$ cat src/rtl/ripple_count_monitor_if.sv
// Bundle of signals between the ripple counter monitor and its neighbours.
// Optional macro SEG7_EN adds the seven-segment output seg.
interface ripple_count_monitor_if #(
    parameter int Q_W    = 4,
    parameter int WRAP_W = 8
);
    logic [Q_W-1:0]    q_in;
    logic              clr;
    logic [Q_W-1:0]    match;
    logic [Q_W-1:0]    stable_q;
    logic              q_valid;
    logic              wrap;
    logic              match_hit;
    logic [WRAP_W-1:0] wrap_cnt;
    logic              evt_valid;
    logic              evt_ready;
    logic [WRAP_W-1:0] evt_data;
    logic              overrun;
`ifdef SEG7_EN
    logic [6:0]        seg;
`endif

    // The monitor itself.
    modport slave (
        input  q_in, clr, match, evt_ready,
        output stable_q, q_valid, wrap, match_hit, wrap_cnt, evt_valid, evt_data, overrun
`ifdef SEG7_EN
        , output seg
`endif
    );

    // Whoever drives the counter value and consumes the events.
    modport master (
        output q_in, clr, match, evt_ready,
        input  stable_q, q_valid, wrap, match_hit, wrap_cnt, evt_valid, evt_data, overrun
`ifdef SEG7_EN
        , input seg
`endif
    );
endinterface

$ cat src/rtl/ripple_count_monitor.sv
// Ripple counter monitor: synchronises an asynchronous counter value, accepts it
// only after it has been stable for STABLE_N samples, and reports commits, wraps
// (with a saturating tally and a one-entry event buffer) and compare matches.
// Optional macro SEG7_EN adds a registered hex seven-segment decode of stable_q.
module ripple_count_monitor #(
    parameter int Q_W      = 4,
    parameter int WRAP_W   = 8,
    parameter int STABLE_N = 2
) (
    input  logic                   clock,
    input  logic                   reset,
    ripple_count_monitor_if.slave  mon
);
    localparam int CNT_W = (STABLE_N < 1) ? 1 : $clog2(STABLE_N + 1);
    localparam logic [CNT_W-1:0]  CNT_MAX  = CNT_W'(STABLE_N);
    localparam logic [WRAP_W-1:0] WRAP_MAX = {WRAP_W{1'b1}};

    typedef enum logic {SETTLE = 1'b0, HOLD = 1'b1} state_t;

    state_t            state_q, state_d;
    logic [Q_W-1:0]    s1_q, s2_q;
    logic [Q_W-1:0]    cand_q, cand_d;
    logic [CNT_W-1:0]  cnt_q, cnt_d;
    logic [Q_W-1:0]    stable_q_q, stable_q_d;
    logic              q_valid_q, q_valid_d;
    logic              wrap_q, wrap_d;
    logic              match_hit_q, match_hit_d;
    logic [WRAP_W-1:0] wrap_cnt_q, wrap_cnt_d;
    logic              evt_valid_q, evt_valid_d;
    logic [WRAP_W-1:0] evt_data_q, evt_data_d;
    logic              overrun_q, overrun_d;
    logic              commit;
    logic [WRAP_W-1:0] wrap_inc;

    // Two-flop synchroniser; q_in is launched from the ripple counter, not this clock.
    always_ff @(posedge clock or negedge reset) begin
        if (!reset) begin
            s1_q <= '0;
            s2_q <= '0;
        end else begin
            s1_q <= mon.q_in;
            s2_q <= s1_q;
        end
    end

    // Filter, commit detection, tally and event buffer next-state logic.
    always_comb begin
        state_d     = state_q;
        cand_d      = cand_q;
        cnt_d       = cnt_q;
        stable_q_d  = stable_q_q;
        commit      = 1'b0;
        wrap_cnt_d  = wrap_cnt_q;
        evt_valid_d = evt_valid_q;
        evt_data_d  = evt_data_q;
        overrun_d   = overrun_q;
        wrap_inc    = (wrap_cnt_q == WRAP_MAX) ? WRAP_MAX : wrap_cnt_q + 1'b1;

        if (s2_q != cand_q) begin
            // New candidate: restart the stability count.
            cand_d  = s2_q;
            cnt_d   = CNT_W'(1);
            state_d = SETTLE;
        end else begin
            if (cnt_q != CNT_MAX)
                cnt_d = cnt_q + 1'b1;
            // Commit only while the sample still agrees, so a value must be seen STABLE_N+1 times.
            if (state_q == SETTLE && cnt_q == CNT_MAX) begin
                state_d = HOLD;
                commit  = (cand_q != stable_q_q);
            end
        end

        if (commit)
            stable_q_d = cand_q;

        q_valid_d   = commit;
        wrap_d      = commit && (cand_q < stable_q_q);
        match_hit_d = commit && (cand_q == mon.match);

        if (mon.clr) begin
            // Clear wins; a wrap in this cycle is dropped from tally and buffer.
            wrap_cnt_d  = '0;
            overrun_d   = 1'b0;
            evt_valid_d = 1'b0;
        end else if (wrap_d) begin
            wrap_cnt_d = wrap_inc;
            if (!evt_valid_q || mon.evt_ready) begin
                evt_data_d  = wrap_inc;
                evt_valid_d = 1'b1;
            end else begin
                overrun_d = 1'b1;
            end
        end else if (evt_valid_q && mon.evt_ready) begin
            evt_valid_d = 1'b0;
        end
    end

    // State register for the filter, outputs and event buffer.
    always_ff @(posedge clock or negedge reset) begin
        if (!reset) begin
            state_q     <= SETTLE;
            cand_q      <= '0;
            cnt_q       <= '0;
            stable_q_q  <= '0;
            q_valid_q   <= 1'b0;
            wrap_q      <= 1'b0;
            match_hit_q <= 1'b0;
            wrap_cnt_q  <= '0;
            evt_valid_q <= 1'b0;
            evt_data_q  <= '0;
            overrun_q   <= 1'b0;
        end else begin
            state_q     <= state_d;
            cand_q      <= cand_d;
            cnt_q       <= cnt_d;
            stable_q_q  <= stable_q_d;
            q_valid_q   <= q_valid_d;
            wrap_q      <= wrap_d;
            match_hit_q <= match_hit_d;
            wrap_cnt_q  <= wrap_cnt_d;
            evt_valid_q <= evt_valid_d;
            evt_data_q  <= evt_data_d;
            overrun_q   <= overrun_d;
        end
    end

    assign mon.stable_q  = stable_q_q;
    assign mon.q_valid   = q_valid_q;
    assign mon.wrap      = wrap_q;
    assign mon.match_hit = match_hit_q;
    assign mon.wrap_cnt  = wrap_cnt_q;
    assign mon.evt_valid = evt_valid_q;
    assign mon.evt_data  = evt_data_q;
    assign mon.overrun   = overrun_q;

`ifdef SEG7_EN
    logic [6:0] seg_q, seg_d;

    // Hex decode (gfedcba, active-high) of the value being committed.
    always_comb begin
        seg_d = seg_q;
        if (commit) begin
            case (cand_q[3:0])
                4'h0: seg_d = 7'h3F;
                4'h1: seg_d = 7'h06;
                4'h2: seg_d = 7'h5B;
                4'h3: seg_d = 7'h4F;
                4'h4: seg_d = 7'h66;
                4'h5: seg_d = 7'h6D;
                4'h6: seg_d = 7'h7D;
                4'h7: seg_d = 7'h07;
                4'h8: seg_d = 7'h7F;
                4'h9: seg_d = 7'h6F;
                4'hA: seg_d = 7'h77;
                4'hB: seg_d = 7'h7C;
                4'hC: seg_d = 7'h39;
                4'hD: seg_d = 7'h5E;
                4'hE: seg_d = 7'h79;
                default: seg_d = 7'h71;
            endcase
        end
    end

    // Segment register, updated together with stable_q.
    always_ff @(posedge clock or negedge reset) begin
        if (!reset)
            seg_q <= 7'h3F;
        else
            seg_q <= seg_d;
    end

    assign mon.seg = seg_q;
`endif
endmodule

$ cat src/flat_wrapper.sv
// flat-port wrapper written by rule: the top's interface ports become plain ports
module ripple_count_monitor_flat 
#(
    parameter int Q_W      = 4,
    parameter int WRAP_W   = 8,
    parameter int STABLE_N = 2
)
  (clock, reset, mon_q_in, mon_clr, mon_match, mon_evt_ready, mon_stable_q, mon_q_valid, mon_wrap, mon_match_hit, mon_wrap_cnt, mon_evt_valid, mon_evt_data, mon_overrun);
  ripple_count_monitor_if #(.Q_W(Q_W), .WRAP_W(WRAP_W)) mon_i ();
  input  logic clock;
  input  logic reset;
  input wire logic [$bits(mon_i.q_in)-1:0] mon_q_in;
  input wire logic [$bits(mon_i.clr)-1:0] mon_clr;
  input wire logic [$bits(mon_i.match)-1:0] mon_match;
  input wire logic [$bits(mon_i.evt_ready)-1:0] mon_evt_ready;
  output wire logic [$bits(mon_i.stable_q)-1:0] mon_stable_q;
  output wire logic [$bits(mon_i.q_valid)-1:0] mon_q_valid;
  output wire logic [$bits(mon_i.wrap)-1:0] mon_wrap;
  output wire logic [$bits(mon_i.match_hit)-1:0] mon_match_hit;
  output wire logic [$bits(mon_i.wrap_cnt)-1:0] mon_wrap_cnt;
  output wire logic [$bits(mon_i.evt_valid)-1:0] mon_evt_valid;
  output wire logic [$bits(mon_i.evt_data)-1:0] mon_evt_data;
  output wire logic [$bits(mon_i.overrun)-1:0] mon_overrun;
  assign mon_i.q_in = mon_q_in;
  assign mon_i.clr = mon_clr;
  assign mon_i.match = mon_match;
  assign mon_i.evt_ready = mon_evt_ready;
  assign mon_stable_q = mon_i.stable_q;
  assign mon_q_valid = mon_i.q_valid;
  assign mon_wrap = mon_i.wrap;
  assign mon_match_hit = mon_i.match_hit;
  assign mon_wrap_cnt = mon_i.wrap_cnt;
  assign mon_evt_valid = mon_i.evt_valid;
  assign mon_evt_data = mon_i.evt_data;
  assign mon_overrun = mon_i.overrun;
  ripple_count_monitor #(.Q_W(Q_W), .WRAP_W(WRAP_W), .STABLE_N(STABLE_N)) u_core (.clock(clock), .reset(reset), .mon(mon_i));
endmodule
$ cat config.mk
export PLATFORM = sky130hd
export DESIGN_NAME = ripple_count_monitor_flat
export DESIGN_NICKNAME = d
export VERILOG_FILES = /design/src/rtl/ripple_count_monitor_if.sv /design/src/rtl/ripple_count_monitor.sv /design/src/flat_wrapper.sv
export SDC_FILE = /design/constraint.sdc
export NUM_CORES = 1
export LEC_CHECK = 0
export ABC_AREA = 0
export CAP_MARGIN = 20
export CELL_PAD_IN_SITES_DETAIL_PLACEMENT = 1
export CELL_PAD_IN_SITES_GLOBAL_PLACEMENT = 1
export CORE_MARGIN = 3
export CORE_UTILIZATION = 25
export CTS_CLUSTER_DIAMETER = 100
export DETAILED_ROUTE_END_ITERATION = 6
export GPL_ROUTABILITY_DRIVEN = 0
export PLACE_DENSITY_LB_ADDON = 0.05
export RECOVER_POWER = 50
export SYNTH_ARGS = -nofsm -noshare
export SYNTH_HDL_FRONTEND = slang
export SYNTH_SLANG_ARGS = --single-unit
$ cat constraint.sdc
create_clock -name clock -period 2 [get_ports clock]
set_input_delay 0.4 -clock clock [delete_from_list [all_inputs] [get_ports clock]]
set_output_delay 0.4 -clock clock [all_outputs]
set_load 0.01 [all_outputs]
==> metrics.md, run 1 <==
| Metric | Value |
|---|---|
| Worst-path maximum fanout | `8` |
| CP required | `roughly 2.2 ns` |
| # fillers | `around 760` |
| Seq/Total Area, Yosys | `a little under three fifths` |
| Status | `completed` |
| TritonCTS clock tree | `yes` |
| Register area | `1000 um2` |
| Ant. Diodes | `0` |
| PD cells | `622 nW/um2` |
| Setup Skew | `~0.0055 ns` |
| FMAX | `roughly 0.5 GHz` |
| Lkg Pwr | `between 0.001 and 0.0015 uW` |
| Adder-cell share of the synthesized area | `under 10%` |
| Int Power | `~1300 uW` |
| Core area | `around 6900 um2` |
| XOR/XNOR share of the synthesized area | `~6.3%` |
| Headroom to the max-slew limit | `around two fifths` |
| Root Driver | `clkbuf_8` |
| Post-DP Area | `about 2400 um2` |
| Initial Util | `26.1%` |
| Detailed Route Iter0 Violations | `36` |
| Drt total wl | `4570 um` |
| Synth warn | `0` |
| Main combinational cell family by area after synthesis | `simple AND/OR/NAND/NOR gates` |
| Worst EP arrival | `~2.2 ns` |
| Via count | `around 1,400` |
| Num CTS Buffers | `5` |
| Critical setup path kind | `flip-flop to flip-flop` |
| Max-Cap Viols | `0` |
| P&R area growth vs syn | `45.9%` |
| Total congestion overflow | `0` |
| #FFs+latches synth | `40` |
| Final WS setup | `0.0332 ns` |
| Final Hold Slack | `0.190 ns` |
| Die X | `90.9 um` |
| Unrepaired setup endpoints after global routing | `yes` |
| CTS Buffer Depth | `2` |
| Peak supply drop | `around 0.25 mV` |
| Post-synthesis mux area share | `under 10%` |
| Cells after Synth | `about 160` |
| Post-detail-place hpwl | `3320 um` |
| Worst Hold Class | `input pin to async pin` |
| Crit. End Element | `flip-flop` |
| Worst-path clk slew | `roughly 0.080 ns` |
| Compound-cell area share of the yosys netlist | `around 6.5%` |
| Final Cell Area | `2630 um2` |
| Final core utilization | `38.1%` |
| Multi-input gate area in the final layout | `847 um2` |
| Net count, final | `230` |
| Post-Syn Nets | `174` |
| Final std cells w/o fill | `309` |
| First-pass GRT wire length | `roughly 7500 um` |
| Post-route ant nets | `0` |
| Worst Max-Slew Pin Slew | `between 0.8 and 0.9 ns` |
| Area share of and/or/nand/nor cells after synthesis | `approximately 17%` |
| Vias in the first global route | `1,432` |
| Tot GR Track Use | `a little under an eighth` |
| Die ar. | `~8300 um2` |
| Final Hold Vio Count | `0` |
| # setup viols final | `0` |
| DRC | `0` |
| Die H | `90.9 um` |
| Place WS | `-0.0107 ns` |
| Syn avg cell area | `roughly 12 um2` |
| Dpl cells | `293` |
| Rows | `30` |
| I/O pins | `37` |
| Psw | `between 300 and 400 uW` |
| Startpoint type of the worst setup path | `flip-flop` |
| Fin crit period | `between 1.5 and 2 ns` |
| First-pass iteration count of the detailed router | `4` |
| H-tree depth | `2` |
| Clock latency on the worst-skew pair | `around 0.29 ns` |
| Initial antenna violation count | `0` |
| Clock sink count | `40` |
| Wire length per cell | `about 15 um` |
| Share of cells above drive strength 1 | `between 20% and 30%` |
| Sw Share | `between 20% and 30%` |
| Mapped Area | `~1800 um2` |
| Largest net degree at the start of global routing | `18` |
| Sequential share of power | `between 50% and 60%` |
| Fin crit share | `98.3%` |
| # hold bufs at CTS | `0` |
| Gate power share | `under 10%` |
| Input/output buffers | `36` |
| Via density | `between 4 and 5` |
| Post-synth cell types | `33` |
| Clk pwr share | `a little over two fifths` |
| Final Max Slew Viols | `0` |
[per-layer routing]
metal  vias to the layer above  part of all wire [%]  GRT usage [%]  wire [um]
met5                         -                     0              0          0
met4                         0                   1.2           3.39         54
met3                         5                   3.9           3.08        179
met2                        24                    48           18.0       2180
met1                       672                    47           15.4       2150
li1                        650                     -              -          -
[cell usage after synthesis, drive strengths merged]
master / count / share of area (%)
a211oi: 2 / 0.83
a21oi: 10 / 2.8
a311oi: 2 / 0.97
and2b: 1 / 0.49
and3: 3 / 1.1
and3b: 1 / 0.56
and4: 5 / 2.6
buf: 2 / 0.56
clkbuf: 6 / 1.2
dfrtp: 40 / 56
ha: 6 / 4.2
inv: 8 / 1.7
mux2: 11 / 6.9
mux2i: 1 / 0.56
nand2: 11 / 2.3
nand3: 3 / 0.83
nand4: 4 / 2.2
nor2: 15 / 3.3
nor2b: 2 / 0.69
nor3: 4 / 1.7
nor4: 1 / 0.35
o211ai: 1 / 0.69
o21ai: 1 / 0.28
o311ai: 1 / 0.49
o41ai: 1 / 0.49
or2b: 1 / 0.49
xnor2: 7 / 3.4
xor2: 6 / 2.9
[worst paths after layout]
path                                   from                endpoint  slack [ns]  depth (start not counted)
min in group clock           u_core.s1_q[0]          u_core.s2_q[0]        0.35                          0
setup reg to reg           u_core.cand_q[3]  u_core.mon.evt_data[2]        0.03                          7
setup / recovery           u_core.cand_q[3]  u_core.mon.evt_data[2]        0.03                          7
hold reg to reg              u_core.s1_q[0]          u_core.s2_q[0]        0.35                          0
hold / removal                        reset      u_core.mon.q_valid        0.19                          1
max in group asynchronous             reset  u_core.mon.wrap_cnt[2]        0.67                          2
[metrics by stage]
step	power [uW]	TNS, ns
floorplan	895	-0.144
global placement	957	0
detailed placement	960	-0.0290
CTS	1660	0
global route	1710	-0.344
finish	1640	0
[area by class of cell]
| cell class | count | share of cell area [%] |
|---|---|---|
| Sequential cell | 40 | 38.1 |
| Multi-Input combinational cell | 100 | 32.2 |
| Timing Repair Buffer | 57 | 19.6 |
| Tap cell | 96 | 4.56 |
| Clock buffer | 5 | 2.62 |
| Clock inverter | 3 | 1.76 |
| Inverter | 8 | 1.14 |
[layout by cell type, fill, tap and decap left out, types with 2 or more instances in the layout]
master / netlist / routed
mux2_4: 0 / 7
a211oi_1: 2 / 2
nand2_1: 11 / 11
nand4_1: 3 / 3
ha_4: 0 / 4
clkbuf_1: 6 / 3
dlygate4sd3_1: 0 / 4
and4_1: 3 / 3
nor2_1: 14 / 14
a21oi_1: 10 / 9
and3_1: 2 / 2
a311oi_1: 2 / 2
buf_4: 0 / 18
clkdlybuf4s50_1: 0 / 31
xor2_1: 6 / 6
mux2_2: 11 / 4
nand3_1: 3 / 3
clkbuf_8: 0 / 5
inv_2: 0 / 4
inv_1: 8 / 4
xnor2_1: 7 / 7
nor3_1: 3 / 3
dfrtp_1: 40 / 39
and4_2: 2 / 2
[worst max-delay path, cell delays in order (launching register included)]
cell and delay, ns:
dfrtp_2 0.44, ha_4 0.26, nand4_1 0.09, and3b_2 0.23, nand4_4 0.12, nor3_4 0.24
buf_12 0.16, mux2_4 0.30
[timing repair]
action / in CTS / in global routing
setup endpoints to repair: 6 / 16
endpoints found under the hold margin: 0 / 0
resized for setup: 6 / 14
setup buffers: 4 / 4
pin swaps: 0 / 6
[cells by family (layout without fill, tap and decap cells)]
| kind of cell | Yosys count | after routing |
|---|---|---|
| multiplexers | 12 | 12 |
| AO/OA/AOI/OAI | 18 | 18 |
| adder cells (fa/ha/maj) | 6 | 6 |
| AND/OR/NAND/NOR | 51 | 51 |
| buffers and inverters | 16 | 73 |
| XOR/XNOR | 13 | 13 |
| flip-flops | 40 | 40 |
[power groups by stage]
stage / sequential (uW) / clock (uW) / combinational (uW)
2_1_floorplan: 850 / 0 / 44.8
3_3_place_gp: 849 / 0 / 108
3_5_place_dp: 850 / 0 / 110
4_1_cts: 834 / 710 / 117
5_1_grt: 838 / 737 / 136
6_report: 835 / 681 / 120
[flip-flops by register name (all words and copies together), names as in the netlist, 2 cells and up]
signal / cells
u_core.s2_q: 4
u_core.cand_q: 4
u_core.mon.evt_data: 8
u_core.mon.wrap_cnt: 8
u_core.mon.stable_q: 4
u_core.s1_q: 4
u_core.cnt_q: 2
No activity file was read; power rests on OpenSTA's default activity.
==> run 2, diff against run 1 <==
--- a/config.mk
+++ b/config.mk
@@ -6,7 +6,6 @@
 export NUM_CORES = 1
 export LEC_CHECK = 0
 export ABC_AREA = 0
-export CAP_MARGIN = 20
 export CELL_PAD_IN_SITES_DETAIL_PLACEMENT = 1
 export CELL_PAD_IN_SITES_GLOBAL_PLACEMENT = 1
 export CORE_MARGIN = 3
==> results of run 2 <==
The final DEF is identical to that of run 1; final timing and power are the same.
==> run 3, diff against run 2 <==
--- a/config.mk
+++ b/config.mk
@@ -6,6 +6,7 @@
 export NUM_CORES = 1
 export LEC_CHECK = 0
 export ABC_AREA = 0
+export ABC_CLOCK_PERIOD_IN_PS = 2000
 export CELL_PAD_IN_SITES_DETAIL_PLACEMENT = 1
 export CELL_PAD_IN_SITES_GLOBAL_PLACEMENT = 1
 export CORE_MARGIN = 3
@@ -13,6 +14,7 @@
 export CTS_CLUSTER_DIAMETER = 100
 export DETAILED_ROUTE_END_ITERATION = 6
 export GPL_ROUTABILITY_DRIVEN = 0
+export GPL_TIMING_DRIVEN = 0
 export PLACE_DENSITY_LB_ADDON = 0.05
 export RECOVER_POWER = 50
 export SYNTH_ARGS = -nofsm -noshare
==> run 3 against run 2 <==
Compared with the run above:
- sequential power hardly changed
- final cell count is 0.32% higher
- via count is 0.30% higher
- sequential share of layout area is 0.13 points higher
- non-clock buffer count is 1 higher
- die area stayed put
- total power is 0.53% lower
- critical endpoint is now u_core.mon.evt_data[5]
==> metrics.md, run 3 (synthesized netlist as in run 1, its figures left out) <==
| Metric | Value |
|---|---|
| Status | `completed` |
| Dpl cells | `289 (-1.4%)` |
| Setup tns final | `0 ns (unchanged)` |
| Wire length per cell | `14.4 um (-2.2%)` |
| Num CTS Buffers | `5 (unchanged)` |
| R2r setup slk | `0.06 ns (+0.03 ns)` |
| Int Power | `1250 uW (-0.53%)` |
| Fin crit period | `1.94 ns (-0.0318 ns)` |
| # hold bufs at CTS | `0 (unchanged)` |
| Worst-path maximum fanout | `8 (unchanged)` |
| Largest net degree at the start of global routing | `22 (+4)` |
| CTS Buffer Depth | `2 (unchanged)` |
| Core area | `6910 um2 (unchanged)` |
| Worst Max-Slew Pin Slew | `1.13 ns (+0.258 ns)` |
| Headroom to the max-slew limit | `24.8% (-17 points)` |
| Peak supply drop | `0.289 mV (+17%)` |
| Via density | `4.37 (about the same)` |
| Psw | `374 uW (-0.51%)` |
| Die X | `90.9 um (unchanged)` |
| Worst EP arrival | `2.11 ns (-0.04 ns)` |
| CP required | `2.18 ns (about the same)` |
| Via count | `1,355 (+0.30%)` |
| Final Max Slew Viols | `0 (unchanged)` |
| Final Hold Slack | `0.294 ns (+0.104 ns)` |
| Commonest non-fill, non-tap cell in the layout | `dfrtp_1` |
| Die ar. | `8270 um2 (unchanged)` |
| Worst-path clk slew | `0.08 ns (about the same)` |
| Total congestion overflow | `0 (unchanged)` |
| Commonest cells after routing, fill and taps aside | `dfrtp_1 (39), clkdlybuf4s50_1 (31), buf_4 (14), nor2_1 (14), nand2_1 (11)` |
| Lkg Pwr | `0.00115 uW (+0.51%)` |
| H-tree depth | `2 (unchanged)` |
| Vias in the first global route | `1,518 (+6.0%)` |
| Post-detail-place hpwl | `3180 um (-4.1%)` |
| Final std cells w/o fill | `310 (+0.32%)` |
| Gate power share | `7.5% (about the same)` |
| Die H | `90.9 um (unchanged)` |
| Max-Cap Viols | `0 (unchanged)` |
| # fillers | `781 (+2.5%)` |
| Setup Skew | `0.00359 ns (-0.00190 ns)` |
| Fin crit share | `96.8% (-1.6 points)` |
| Initial Util | `26.1% (unchanged)` |
| Worst Hold Class | `input pin to async pin` |
| Critical setup path kind | `flip-flop to flip-flop` |
| Final Hold Vio Count | `0 (unchanged)` |
| Root Driver | `clkbuf_8` |
| First-pass GRT wire length | `7830 um (+4.2%)` |
| Clk pwr share | `41.2% (-0.4 points)` |
| R2r worst-path depth | `8 (+1)` |
| FMAX | `0.517 GHz (+1.6%)` |
| Tot GR Track Use | `11.8% (+0.34 points)` |
| TritonCTS clock tree | `yes` |
| Initial antenna violation count | `0 (unchanged)` |
| Rows | `30 (unchanged)` |
| Post-route ant nets | `0 (unchanged)` |
| Tot Pwr | `1630 uW (-0.53%)` |
| First-pass iteration count of the detailed router | `4 (unchanged)` |
| Ant. Diodes | `0 (unchanged)` |
| P&R area growth vs syn | `45.5%` |
| Crit. End Element | `flip-flop` |
| Startpoint type of the worst setup path | `flip-flop` |
| Net count, final | `231 (+0.43%)` |
| DRC | `0 (unchanged)` |
| Sequential share of power | `51.3% (+0.3 points)` |
| Detailed Route Iter0 Violations | `44 (+22%)` |
| Share of cells above drive strength 1 | `26.2% (-2.0 points)` |
| Worst R2R End | `u_core.mon.evt_data[5]` |
| Clock latency on the worst-skew pair | `0.29 ns (about the same)` |
| Input/output buffers | `36 (unchanged)` |
| PD cells | `621 nW/um2 (-0.19%)` |
| Critical R2R Launch | `u_core.mon.stable_q[2]` |
| Clock sink count | `40 (unchanged)` |
| # setup viols final | `0 (unchanged)` |
| Sw Share | `23.0% (about the same)` |
| Drt total wl | `4480 um (-1.9%)` |
| I/O pins | `37 (unchanged)` |
## run 3: per-layer routing
| metal | vias up | part of all wire (%) | GRT usage (%) |
|---|---|---|---|
| met5 | - | 0 | 0 |
| met3 | 4 | 3.4 | 3.17 |
| met2 | 22 | 45 | 17.6 |
| met1 | 676 | 50 | 16.5 |
| li1 | 653 | - | - |
| met4 | 0 | 1.0 | 3.77 |
## run 3: timing repair
action                     in CTS  in global routing
resized for setup              13                  9
setup buffers                  10                  3
gates cloned                    0                  0
pin swaps                       3                  4
setup endpoints to repair      14                 17
## run 3: worst max path at each step
stage / from / end / slack [ns] / cells past startpoint
after floorplan: u_core.mon.stable_q[1] / u_core.mon.evt_data[0] / -0.02 / 7
after global placement: reset / u_core.mon.evt_data[5] / -0.54 / 1
after detailed placement: u_core.cand_q[1] / u_core.mon.evt_data[5] / -0.34 / 6
after CTS: u_core.mon.stable_q[0] / u_core.mon.evt_data[5] / -0.02 / 7
after global routing: u_core.mon.stable_q[3] / u_core.mon.evt_data[5] / -0.004 / 8
final: u_core.mon.stable_q[2] / u_core.mon.evt_data[5] / 0.06 / 8
## run 3: layout make-up
type                            instances  area (um2)  share of cell area [%]
Sequential cell                        40        1000                    38.2
Buffer                                  8        37.5                    1.43
Timing Repair Buffer                   50         469                    17.9
Clock buffer                            5        68.8                    2.62
Inverter                                8        30.0                    1.15
Tap cell                               96         120                    4.58
Multi-Input combinational cell        100         852                    32.5
Clock inverter                          3        42.5                    1.62
## run 3: critical path: stages, from the launching register on
cell     delay (ns)
dfrtp_1        0.41
inv_2          0.08
ha_4           0.21
nand4_1        0.12
and3b_2        0.25
nand4_4        0.12
nor3_4         0.16
buf_12         0.16
mux2_4         0.30
## run 3: power by group through the flow
stage / sequential (uW) / combinational [uW] / clock, uW
global placement: 853 / 95.9 / 0
CTS: 835 / 118 / 698
detailed placement: 853 / 105 / 0
global route: 838 / 136 / 739
floorplan: 850 / 44.8 / 0
finish: 835 / 122 / 671
## run 3: per-stage QoR
step                cell area, um2  utilization [%]  setup slack, ns
floorplan                     1820                -          -0.0240
global placement              2300             33.4           -0.545
detailed placement            2330             33.7           -0.343
CTS                           2570             37.2          -0.0199
global route                  2620             38.0         -0.00371
finish                        2620             38.0           0.0650
